==> src/rtl/m_integral_scalar_unpack_if.sv <==
// rtl/m_integral_scalar_unpack_if.sv - byte stream in, typed scalar bundle out
interface m_integral_scalar_unpack_if;
   logic [7:0]  in_data;
   logic        in_valid;
   logic        in_last;
   logic        in_ready;
   logic        out_valid;
   logic        out_ready;
   logic        frame_err;
   bit          bit_out;
   byte         byte_out;
   int          int_out;
   integer      integer_out;
   logic        logic_out;
   longint      longint_out;
   reg          reg_out;
   shortint     shortint_out;
   int          signed_int_out;
   time         time_out;
   logic [7:0]  unsigned_logic_out;
   logic [15:0] vec_out;

   modport slave (
      input  in_data, in_valid, in_last, out_ready,
      output in_ready, out_valid, frame_err,
      output bit_out, byte_out, int_out, integer_out, logic_out, longint_out,
      output reg_out, shortint_out, signed_int_out, time_out,
      output unsigned_logic_out, vec_out
   );

   modport master (
      output in_data, in_valid, in_last, out_ready,
      input  in_ready, out_valid, frame_err,
      input  bit_out, byte_out, int_out, integer_out, logic_out, longint_out,
      input  reg_out, shortint_out, signed_int_out, time_out,
      input  unsigned_logic_out, vec_out
   );
endinterface

==> src/rtl/m_integral_scalar_unpack.sv <==
// rtl/m_integral_scalar_unpack.sv - 37-byte little-endian frame deserializer into twelve scalars
module m_integral_scalar_unpack (
   input  logic                             clk,
   input  logic                             rst,
   m_integral_scalar_unpack_if.slave        bus
);
   typedef enum logic {COLLECT, DRAIN} state_t;

   localparam logic [5:0] LAST_IDX = 6'd36;

   state_t       state, state_nxt;
   logic [5:0]   cnt, cnt_nxt;
   logic [287:0] shadow;
   logic [295:0] frame;
   logic         accept;
   logic         stall;
   logic         complete;
   logic         shadow_we;
   logic         err_nxt;
   logic         out_valid_nxt;

   // Only the completing byte waits for the previous bundle to be taken.
   assign stall        = (state == COLLECT) && (cnt == LAST_IDX) && bus.out_valid && !bus.out_ready;
   assign bus.in_ready = !stall;
   assign accept       = bus.in_valid && bus.in_ready;
   // Byte 36 is taken straight from the bus so the bundle loads on the accepting edge.
   assign frame        = {bus.in_data, shadow};

   always_comb begin
      state_nxt = state;
      cnt_nxt   = cnt;
      complete  = 1'b0;
      shadow_we = 1'b0;
      err_nxt   = 1'b0;
      case (state)
         COLLECT: begin
            if (accept) begin
               if (cnt == LAST_IDX) begin
                  cnt_nxt = 6'd0;
                  if (bus.in_last) begin
                     complete = 1'b1;
                  end else begin
                     err_nxt   = 1'b1;
                     state_nxt = DRAIN;
                  end
               end else begin
                  shadow_we = 1'b1;
                  if (bus.in_last) begin
                     err_nxt = 1'b1;
                     cnt_nxt = 6'd0;
                  end else begin
                     cnt_nxt = cnt + 6'd1;
                  end
               end
            end
         end
         DRAIN: begin
            if (accept && bus.in_last) begin
               state_nxt = COLLECT;
               cnt_nxt   = 6'd0;
            end
         end
         default: begin
            state_nxt = COLLECT;
            cnt_nxt   = 6'd0;
         end
      endcase

      out_valid_nxt = bus.out_valid;
      if (complete) begin
         out_valid_nxt = 1'b1;
      end else if (bus.out_valid && bus.out_ready) begin
         out_valid_nxt = 1'b0;
      end
   end

   always_ff @(posedge clk) begin
      if (rst) begin
         state                  <= COLLECT;
         cnt                    <= 6'd0;
         shadow                 <= '0;
         bus.out_valid          <= 1'b0;
         bus.frame_err          <= 1'b0;
         bus.bit_out            <= 1'b0;
         bus.byte_out           <= 8'd0;
         bus.int_out            <= 32'd0;
         bus.integer_out        <= 32'd0;
         bus.logic_out          <= 1'b0;
         bus.longint_out        <= 64'd0;
         bus.reg_out            <= 1'b0;
         bus.shortint_out       <= 16'd0;
         bus.signed_int_out     <= 32'd0;
         bus.time_out           <= 64'd0;
         bus.unsigned_logic_out <= 8'd0;
         bus.vec_out            <= 16'd0;
      end else begin
         state         <= state_nxt;
         cnt           <= cnt_nxt;
         bus.out_valid <= out_valid_nxt;
         bus.frame_err <= err_nxt;
         if (shadow_we) begin
            shadow[{cnt, 3'b000} +: 8] <= bus.in_data;
         end
         if (complete) begin
            bus.bit_out            <= frame[0];
            bus.byte_out           <= frame[15:8];
            bus.int_out            <= frame[47:16];
            bus.integer_out        <= frame[79:48];
            bus.logic_out          <= frame[80];
            bus.longint_out        <= frame[151:88];
            bus.reg_out            <= frame[152];
            bus.shortint_out       <= frame[175:160];
            bus.signed_int_out     <= frame[207:176];
            bus.time_out           <= frame[271:208];
            bus.unsigned_logic_out <= frame[279:272];
            bus.vec_out            <= frame[295:280];
         end
      end
   end
endmodule

==> src/flat_wrapper.sv <==
// flat-port wrapper written by rule: the top's interface ports become plain ports
module m_integral_scalar_unpack_flat 
  (clk, rst, bus_in_data, bus_in_valid, bus_in_last, bus_out_ready, bus_in_ready, bus_out_valid, bus_frame_err, bus_bit_out, bus_byte_out, bus_int_out, bus_integer_out, bus_logic_out, bus_longint_out, bus_reg_out, bus_shortint_out, bus_signed_int_out, bus_time_out, bus_unsigned_logic_out, bus_vec_out);
  m_integral_scalar_unpack_if bus_i ();
  input  logic clk;
  input  logic rst;
  input wire logic [$bits(bus_i.in_data)-1:0] bus_in_data;
  input wire logic [$bits(bus_i.in_valid)-1:0] bus_in_valid;
  input wire logic [$bits(bus_i.in_last)-1:0] bus_in_last;
  input wire logic [$bits(bus_i.out_ready)-1:0] bus_out_ready;
  output wire logic [$bits(bus_i.in_ready)-1:0] bus_in_ready;
  output wire logic [$bits(bus_i.out_valid)-1:0] bus_out_valid;
  output wire logic [$bits(bus_i.frame_err)-1:0] bus_frame_err;
  output wire logic [$bits(bus_i.bit_out)-1:0] bus_bit_out;
  output wire logic [$bits(bus_i.byte_out)-1:0] bus_byte_out;
  output wire logic [$bits(bus_i.int_out)-1:0] bus_int_out;
  output wire logic [$bits(bus_i.integer_out)-1:0] bus_integer_out;
  output wire logic [$bits(bus_i.logic_out)-1:0] bus_logic_out;
  output wire logic [$bits(bus_i.longint_out)-1:0] bus_longint_out;
  output wire logic [$bits(bus_i.reg_out)-1:0] bus_reg_out;
  output wire logic [$bits(bus_i.shortint_out)-1:0] bus_shortint_out;
  output wire logic [$bits(bus_i.signed_int_out)-1:0] bus_signed_int_out;
  output wire logic [$bits(bus_i.time_out)-1:0] bus_time_out;
  output wire logic [$bits(bus_i.unsigned_logic_out)-1:0] bus_unsigned_logic_out;
  output wire logic [$bits(bus_i.vec_out)-1:0] bus_vec_out;
  assign bus_i.in_data = bus_in_data;
  assign bus_i.in_valid = bus_in_valid;
  assign bus_i.in_last = bus_in_last;
  assign bus_i.out_ready = bus_out_ready;
  assign bus_in_ready = bus_i.in_ready;
  assign bus_out_valid = bus_i.out_valid;
  assign bus_frame_err = bus_i.frame_err;
  assign bus_bit_out = bus_i.bit_out;
  assign bus_byte_out = bus_i.byte_out;
  assign bus_int_out = bus_i.int_out;
  assign bus_integer_out = bus_i.integer_out;
  assign bus_logic_out = bus_i.logic_out;
  assign bus_longint_out = bus_i.longint_out;
  assign bus_reg_out = bus_i.reg_out;
  assign bus_shortint_out = bus_i.shortint_out;
  assign bus_signed_int_out = bus_i.signed_int_out;
  assign bus_time_out = bus_i.time_out;
  assign bus_unsigned_logic_out = bus_i.unsigned_logic_out;
  assign bus_vec_out = bus_i.vec_out;
  m_integral_scalar_unpack u_core (.clk(clk), .rst(rst), .bus(bus_i));
endmodule
==> config.mk <==
export PLATFORM = sky130hd
export DESIGN_NAME = m_integral_scalar_unpack_flat
export DESIGN_NICKNAME = d
export VERILOG_FILES = /design/src/rtl/m_integral_scalar_unpack_if.sv /design/src/rtl/m_integral_scalar_unpack.sv /design/src/flat_wrapper.sv
export SDC_FILE = /design/constraint.sdc
export NUM_CORES = 1
export LEC_CHECK = 0
export BUFFER_PORTS_ARGS = -buffer_cell sky130_fd_sc_hd__buf_2
export CAP_MARGIN = 40
export CORE_MARGIN = 1
export CORE_UTILIZATION = 47
export DETAILED_ROUTE_END_ITERATION = 8
export PLACE_DENSITY = 0.68
export RECOVER_POWER = 100
export SLEW_MARGIN = 10
export SYNTH_ARGS = -nofsm -noshare
export SYNTH_HDL_FRONTEND = slang
export SYNTH_SLANG_ARGS = --single-unit
==> constraint.sdc <==
create_clock -name clk -period 4.7 [get_ports clk]
set_clock_uncertainty 0.15 [all_clocks]
set_input_delay 0.47 -clock clk [delete_from_list [all_inputs] [get_ports clk]]
set_output_delay 0.47 -clock clk [all_outputs]
set_load 0.02 [all_outputs]
## Yosys cells after proc, flatten, opt, wreduce, memory -nomap -nowiden

Index checks and enable logic that the tools add are counted.

- Register bits after elaboration: 572
- Input bits: 13
- Output and inout port bits: 278
- Word-level logic and storage cells: 58

- $add $sub $neg: 2
- Eq/ne operators: 3
- Shifts and indexed selects: 2
- Muxes and demuxes: 21
- Bitwise operators: 2
- Reduce and logical (&&, ||, !) cells: 11

Operator list:

| operator | count |
|---|---|
| bitwise mux 288 bit | 1 |
| variable shift 8 x 11 -> 288 bit, first input constant | 1 |
| indexed part select 8 x 11 -> 288 bit | 1 |
| 2-to-1 mux 6 bit | 4 |
| 2-to-1 mux 1 bit | 14 |
| one-hot mux 6 bit (2 select lines) | 1 |
| negator 9 -> 11 bit | 1 |
| adder 6 x 1 -> 6 bit, second input constant | 1 |
| == test 6 bit, second input constant | 1 |
| logical AND 1 bit | 6 |
| OR reduction 3 bit | 1 |
| zero test 1 bit | 2 |
| inequality test 2 x 1 -> 1 bit, second input constant | 1 |
| inequality test 2 bit, second input constant | 1 |
| NOT 1 bit | 2 |
| one-hot mux 1 bit (2 select lines) | 1 |
| AND reduction 2 bit | 1 |
| nonzero test 2 bit | 1 |

## Depth between registers and ports, before layout

- Depth after elaboration: 9
- Gate-level depth with buffers: 14
- Gate-level depth less buffers: 8

## Worst setup path before layout

No wires, ideal clock.

- Path kind: reg-to-reg
- From: reg u_core.cnt[0]
- To: reg u_core.shadow[150]
- Library setup time: 126 ps
- Data arrival time: 3079 ps
- Data required time: 4424 ps
- Setup slack: 1345 ps
- Cell stages (with the launch flop): 12
- Buffers on the path: 4
- Clock period less this slack: 3355 ps
- Cells stage by stage: dfxtp_1 clkbuf_1 clkbuf_1 inv_1 ha_1 buf_2 xor2_1 a2111oi_0 o2111ai_1 clkbuf_1 nand3_1 o21ai_0

- Word-level cells in the longest chain between the ends: 8
- Elaborated cells on any way between the ends: 13
- Those cells by class: 1 x add/sub; 1 x eq/ne; 2 x shift; 4 x mux; 5 x reduce/logical

Ends and longest elaborated chain:

| item | line | source |
|---|---|---|
| start: declaration | m_integral_scalar_unpack.sv:12 | `logic [5:0] cnt, cnt_nxt;` |
| start signal: assignment | m_integral_scalar_unpack.sv:98 | `cnt <= cnt_nxt;` |
| parallel branches: the longest is 8 deep, another holds negator 9 -> 11 bit | -- |  |
| end signal: indexed assignment | m_integral_scalar_unpack.sv:102 | `shadow[{cnt, 3'b000} +: 8] <= bus.in_data;` |
| end: declaration | m_integral_scalar_unpack.sv:13 | `logic [287:0] shadow;` |

Parallel ways; which one is timed is not known.
A chain may end at the register's enable or synchronous reset.

## Final worst setup path

- From: reg u_core.cnt[0]
- To: reg u_core.bus.longint_out[12]

- Word-level cells in the longest chain between the ends: 8
- Elaborated cells on any way between the ends: 9
- Those cells by class: 1 x eq/ne; 3 x mux; 5 x reduce/logical

Ends and longest elaborated chain:

| item | line | source |
|---|---|---|
| == test 6 bit * | m_integral_scalar_unpack.sv:23, m_integral_scalar_unpack.sv:38 |  |
| logical AND 1 bit (3 in series) | m_integral_scalar_unpack.sv:23 | `assign stall = (state == COLLECT) && (cnt == LAST_IDX) && bus.out_valid && !bus.out_ready;` |
| zero test 1 bit | m_integral_scalar_unpack.sv:24 | `assign bus.in_ready = !stall;` |
| logical AND 1 bit | m_integral_scalar_unpack.sv:25 | `assign accept = bus.in_valid && bus.in_ready;` |
| 2-to-1 mux 1 bit * | m_integral_scalar_unpack.sv:37 | `if (accept) begin` |
| 2-to-1 mux 1 bit * | m_integral_scalar_unpack.sv:35 | `case (state)` |
| end signal: assignment | m_integral_scalar_unpack.sv:110 | `bus.longint_out <= frame[151:88];` |
| end: declaration | m_integral_scalar_unpack_if.sv:26 | `output bit_out, byte_out, int_out, integer_out, logic_out, longint_out,` |

Mark *: on every way between the ends. The rest lies on a longest branch, timed or not.

==> results.sh <==
export IMPL_status="finished, violations left"
export IMPL_violations="max-capacitance violations, max-slew violations"
export IMPL_grt_pass1_vias=15748
export IMPL_finalHoldViolations=0
export IMPL_grt_pass1_wl_um=90080
export IMPL_synth_most_common_cell="nand2_1"
export IMPL_synth_top_area_share_pct=55.00
export IMPL_slew_viol_final=140
export IMPL_p_int_mw=7.598
export IMPL_clock_sinks=551
export IMPL_viasPerCell=5.461
export IMPL_grt_use_total_pct=26.17
export IMPL_fillers=3968
export IMPL_postSynthCellCount=2325
export IMPL_sequentialPowerShare_pct=48.5
export IMPL_startpoint_type="flop"
export IMPL_grt_antenna_before_repair=1
export IMPL_syn_avg_cell_area_um2=8.625
export IMPL_path_clk_slew_ns=0.06
export IMPL_cts_tree="yes"
export IMPL_synth_edff_count=0
export IMPL_ir_drop_uv=217.4
export IMPL_ff2ff_setup_slack_ns=0.58
export IMPL_dieArea_mm2=0.04350
export IMPL_synthTopCellsByArea="dfxtp_1 (55%), nand2_1 (14%), mux2i_1 (7.3%)"
export IMPL_vias=17044
export IMPL_nets=2557
export IMPL_synthFlopType="dfxtp_1"
export IMPL_ios=291
export IMPL_setup_violations=0
export IMPL_wl_per_cell_um=18.83
export IMPL_cts_buffer_depth=3
export IMPL_cp_slowest_cell="clkbuf_4"
export IMPL_layout_setup_ws_ns=0.5844
export IMPL_synth_async_reset_ratio_pct=0
export IMPL_cts_max_level=2
export IMPL_fin_util_pct=55.78
export IMPL_rsz0062_at_grt="false"
export IMPL_cp_startpoint="u_core.cnt[0]"
export IMPL_grt_util_met2_pct=41.74
export IMPL_overflow=0
export IMPL_clock_fmax_mhz=243.0
export IMPL_synth_nets=2344
export IMPL_core_mm2=0.04204
export IMPL_cp_cell_sequence="inv_1 > ha_1 > or3b_2 > o311a_1 > nand2_4 > clkbuf_4 > nand2_1 > a21oi_1"
export IMPL_switchingPower_mw=2.039
export IMPL_drtIter0Drc=1337
export IMPL_ys_seq_area_share_pct=55.00
export IMPL_critPathKind="flop to flop"
export IMPL_clk_latency_ns=0.59
export IMPL_drv_cap=1
export IMPL_worst_r2r_startpoint="u_core.cnt[0]"
export IMPL_r2r_cells=8
export IMPL_slowest_delay_ns=1.13
export IMPL_pwr_share_clk_pct=48.8
export IMPL_grt_max_degree=140
export IMPL_drc_errors=0
export IMPL_dpl_worst_slack_ns=1.043
export IMPL_post_cts_buffers=0
export IMPL_num_rows=75
export IMPL_die_y_um=208.6
export IMPL_cts_root_buffer="clkbuf_16"
export IMPL_pwr_share_comb_pct=2.6
export IMPL_grtUsageMet3_pct=3.351
export IMPL_min_period_over_period_pct=87.57
export IMPL_die_w_um=208.6
export IMPL_antenna_left=0
export IMPL_cts_hold_buf=0
export IMPL_worstMarginPinSlew_ns=1.643
export IMPL_arrival_ns=4.48
export IMPL_floorplan_initialDensity_pct=47.70
export IMPL_p_leak_nw=8.414
export IMPL_tns_ns=0
export IMPL_cp_endpoint="u_core.bus.longint_out[12]"
export IMPL_yosys_warnings=0
export IMPL_cts_buffers=55
export IMPL_synthToLayoutAreaGrowth_pct=16.94
export IMPL_grtUsageMet1_pct=35.99
export IMPL_port_buffers=290
export IMPL_hold_ws_ns=0.08785
export IMPL_first_pass_iters=5
export IMPL_dp_hpwl_um=39320
export IMPL_layout_drive_gt1_share_pct=5.967
export IMPL_yosys_top_cells_count="nand2_1 (736), dfxtp_1 (551), a21oi_1 (285), mux2i_1 (146), nand3_1 (133)"
export IMPL_cp_end_kind="flop"
export IMPL_synth_top_area_cell="dfxtp_1"
export IMPL_power_density_mw_per_mm2=410.9
export IMPL_crit_path_max_fanout=139
export IMPL_reg2reg_to="u_core.bus.longint_out[12]"
export IMPL_routed_wl_um=58780
export IMPL_synthesis_area_mm2=0.02005
export IMPL_swShare_pct=21.16
export IMPL_synth_cell_types=58
export IMPL_top_usage_layer="met2"
export IMPL_gp_congestion=0.8918
export IMPL_synth_seq_cells=551
export IMPL_cts_resized=0
export IMPL_relSlewSlack_pct=-9.507
export IMPL_required_ns=5.06
export IMPL_timing_final_crit_period_ns=4.116
export IMPL_holdCritPathClass="input port to flop"
## routing by layer
| layer | vias to the layer above | wire, µm |
|---|---|---|
| li1 | 8262 | - |
| met1 | 8171 | 26730 |
| met4 | 0 | 1920 |
| met5 | - | 0 |
| met3 | 112 | 2907 |
| met2 | 499 | 27220 |
## registers in the layout, summed over array words and instances (netlist names), 6 cells and up
signal                         count
u_core.bus.signed_int_out         32
u_core.bus.int_out                32
u_core.bus.byte_out                8
u_core.bus.shortint_out           16
u_core.bus.vec_out                16
u_core.bus.time_out               64
u_core.bus.unsigned_logic_out      8
u_core.cnt                         6
u_core.shadow                    267
u_core.bus.integer_out            32
u_core.bus.longint_out            64
## placed cells by master (no fill, tap or decap), types with 5 or more instances in the layout
cell type,Yosys,routed
bufinv_16,0,9
mux2i_1,146,146
or4_1,8,8
clkbuf_16,0,57
nand4_1,14,14
mux2_2,7,7
dfxtp_1,551,550
nor2_1,19,19
inv_1,11,10
nand2b_1,5,5
nand3_1,133,142
a21oi_1,285,285
buf_4,5,10
clkinv_2,0,11
nor3_1,12,12
o2111ai_1,9,9
ha_1,6,6
buf_8,0,8
o31ai_1,17,17
buf_2,29,11
o21ai_0,101,101
clkbuf_1,121,296
nand2_1,736,738
clkbuf_8,0,11
nor2b_1,7,7
or3_1,17,17
## worst min path at each step
stage | from | endpoint | cells after the start
finish | bus_in_data[2] | u_core.bus.vec_out[10] | 3
global route | bus_in_data[5] | u_core.bus.vec_out[13] | 3
CTS | bus_in_valid | u_core.state | 4
detailed placement | u_core.shadow[118] | u_core.bus.longint_out[30] | 2
global placement | u_core.shadow[62] | u_core.bus.integer_out[14] | 2
floorplan | u_core.shadow[89] | u_core.bus.longint_out[1] | 2
## layout make-up
class	count	area (µm²)	area share, %
Antenna cell	1	2.502	0.01067
Multi-Input combinational cell	1592	8228	35.09
Inverter	11	48.80	0.2081
Clock buffer	75	1604	6.840
Clock inverter	25	364.1	1.553
Timing Repair Buffer	327	1498	6.386
Tap cell	539	674.4	2.876
Sequential cell	551	11030	47.04
## cell families (layout without fill, tap and decap cells)
family	count (synthesis)	in the layout	share of synthesized area, %
fa+ha+maj	6	6	0.3743
other cells	0	1	0
compound gates	439	439	11.93
flops	551	551	55.00
xor+xnor	7	7	0.3057
simple gates	987	987	20.98
buf+inv	182	438	3.725
mux	153	153	7.680
## critical path: cells and delay by family (launching register included)
kind	cells	cell delay, ns
buffers and inverters	2	1.31
and+or+nand+nor	3	0.85
AOI/OAI and AO/OA	2	0.66
DFF	1	0.49
adders and majority gates	1	0.43
## power by group through the flow
stage	clock network (mW)	registers, mW	logic [mW]
after floorplan	0	4.78	0.148
after global placement	0	4.78	0.235
after detailed placement	0	4.78	0.254
after CTS	4.77	4.68	0.254
after global routing	4.95	4.67	0.269
final	4.71	4.68	0.255
## metrics by stage
| stage | cell area, µm² | instances | power, mW |
|---|---|---|---|
| after global routing | 23450 | 3121 | 9.896 |
| after detailed placement | 21950 | 3019 | 5.034 |
| final | 23450 | 3121 | 9.637 |
| after CTS | 23920 | 3119 | 9.704 |
| after global placement | 21710 | 3002 | 5.015 |
| after floorplan | 20050 | 2325 | 4.925 |
(Power assumes the default switching activity.)
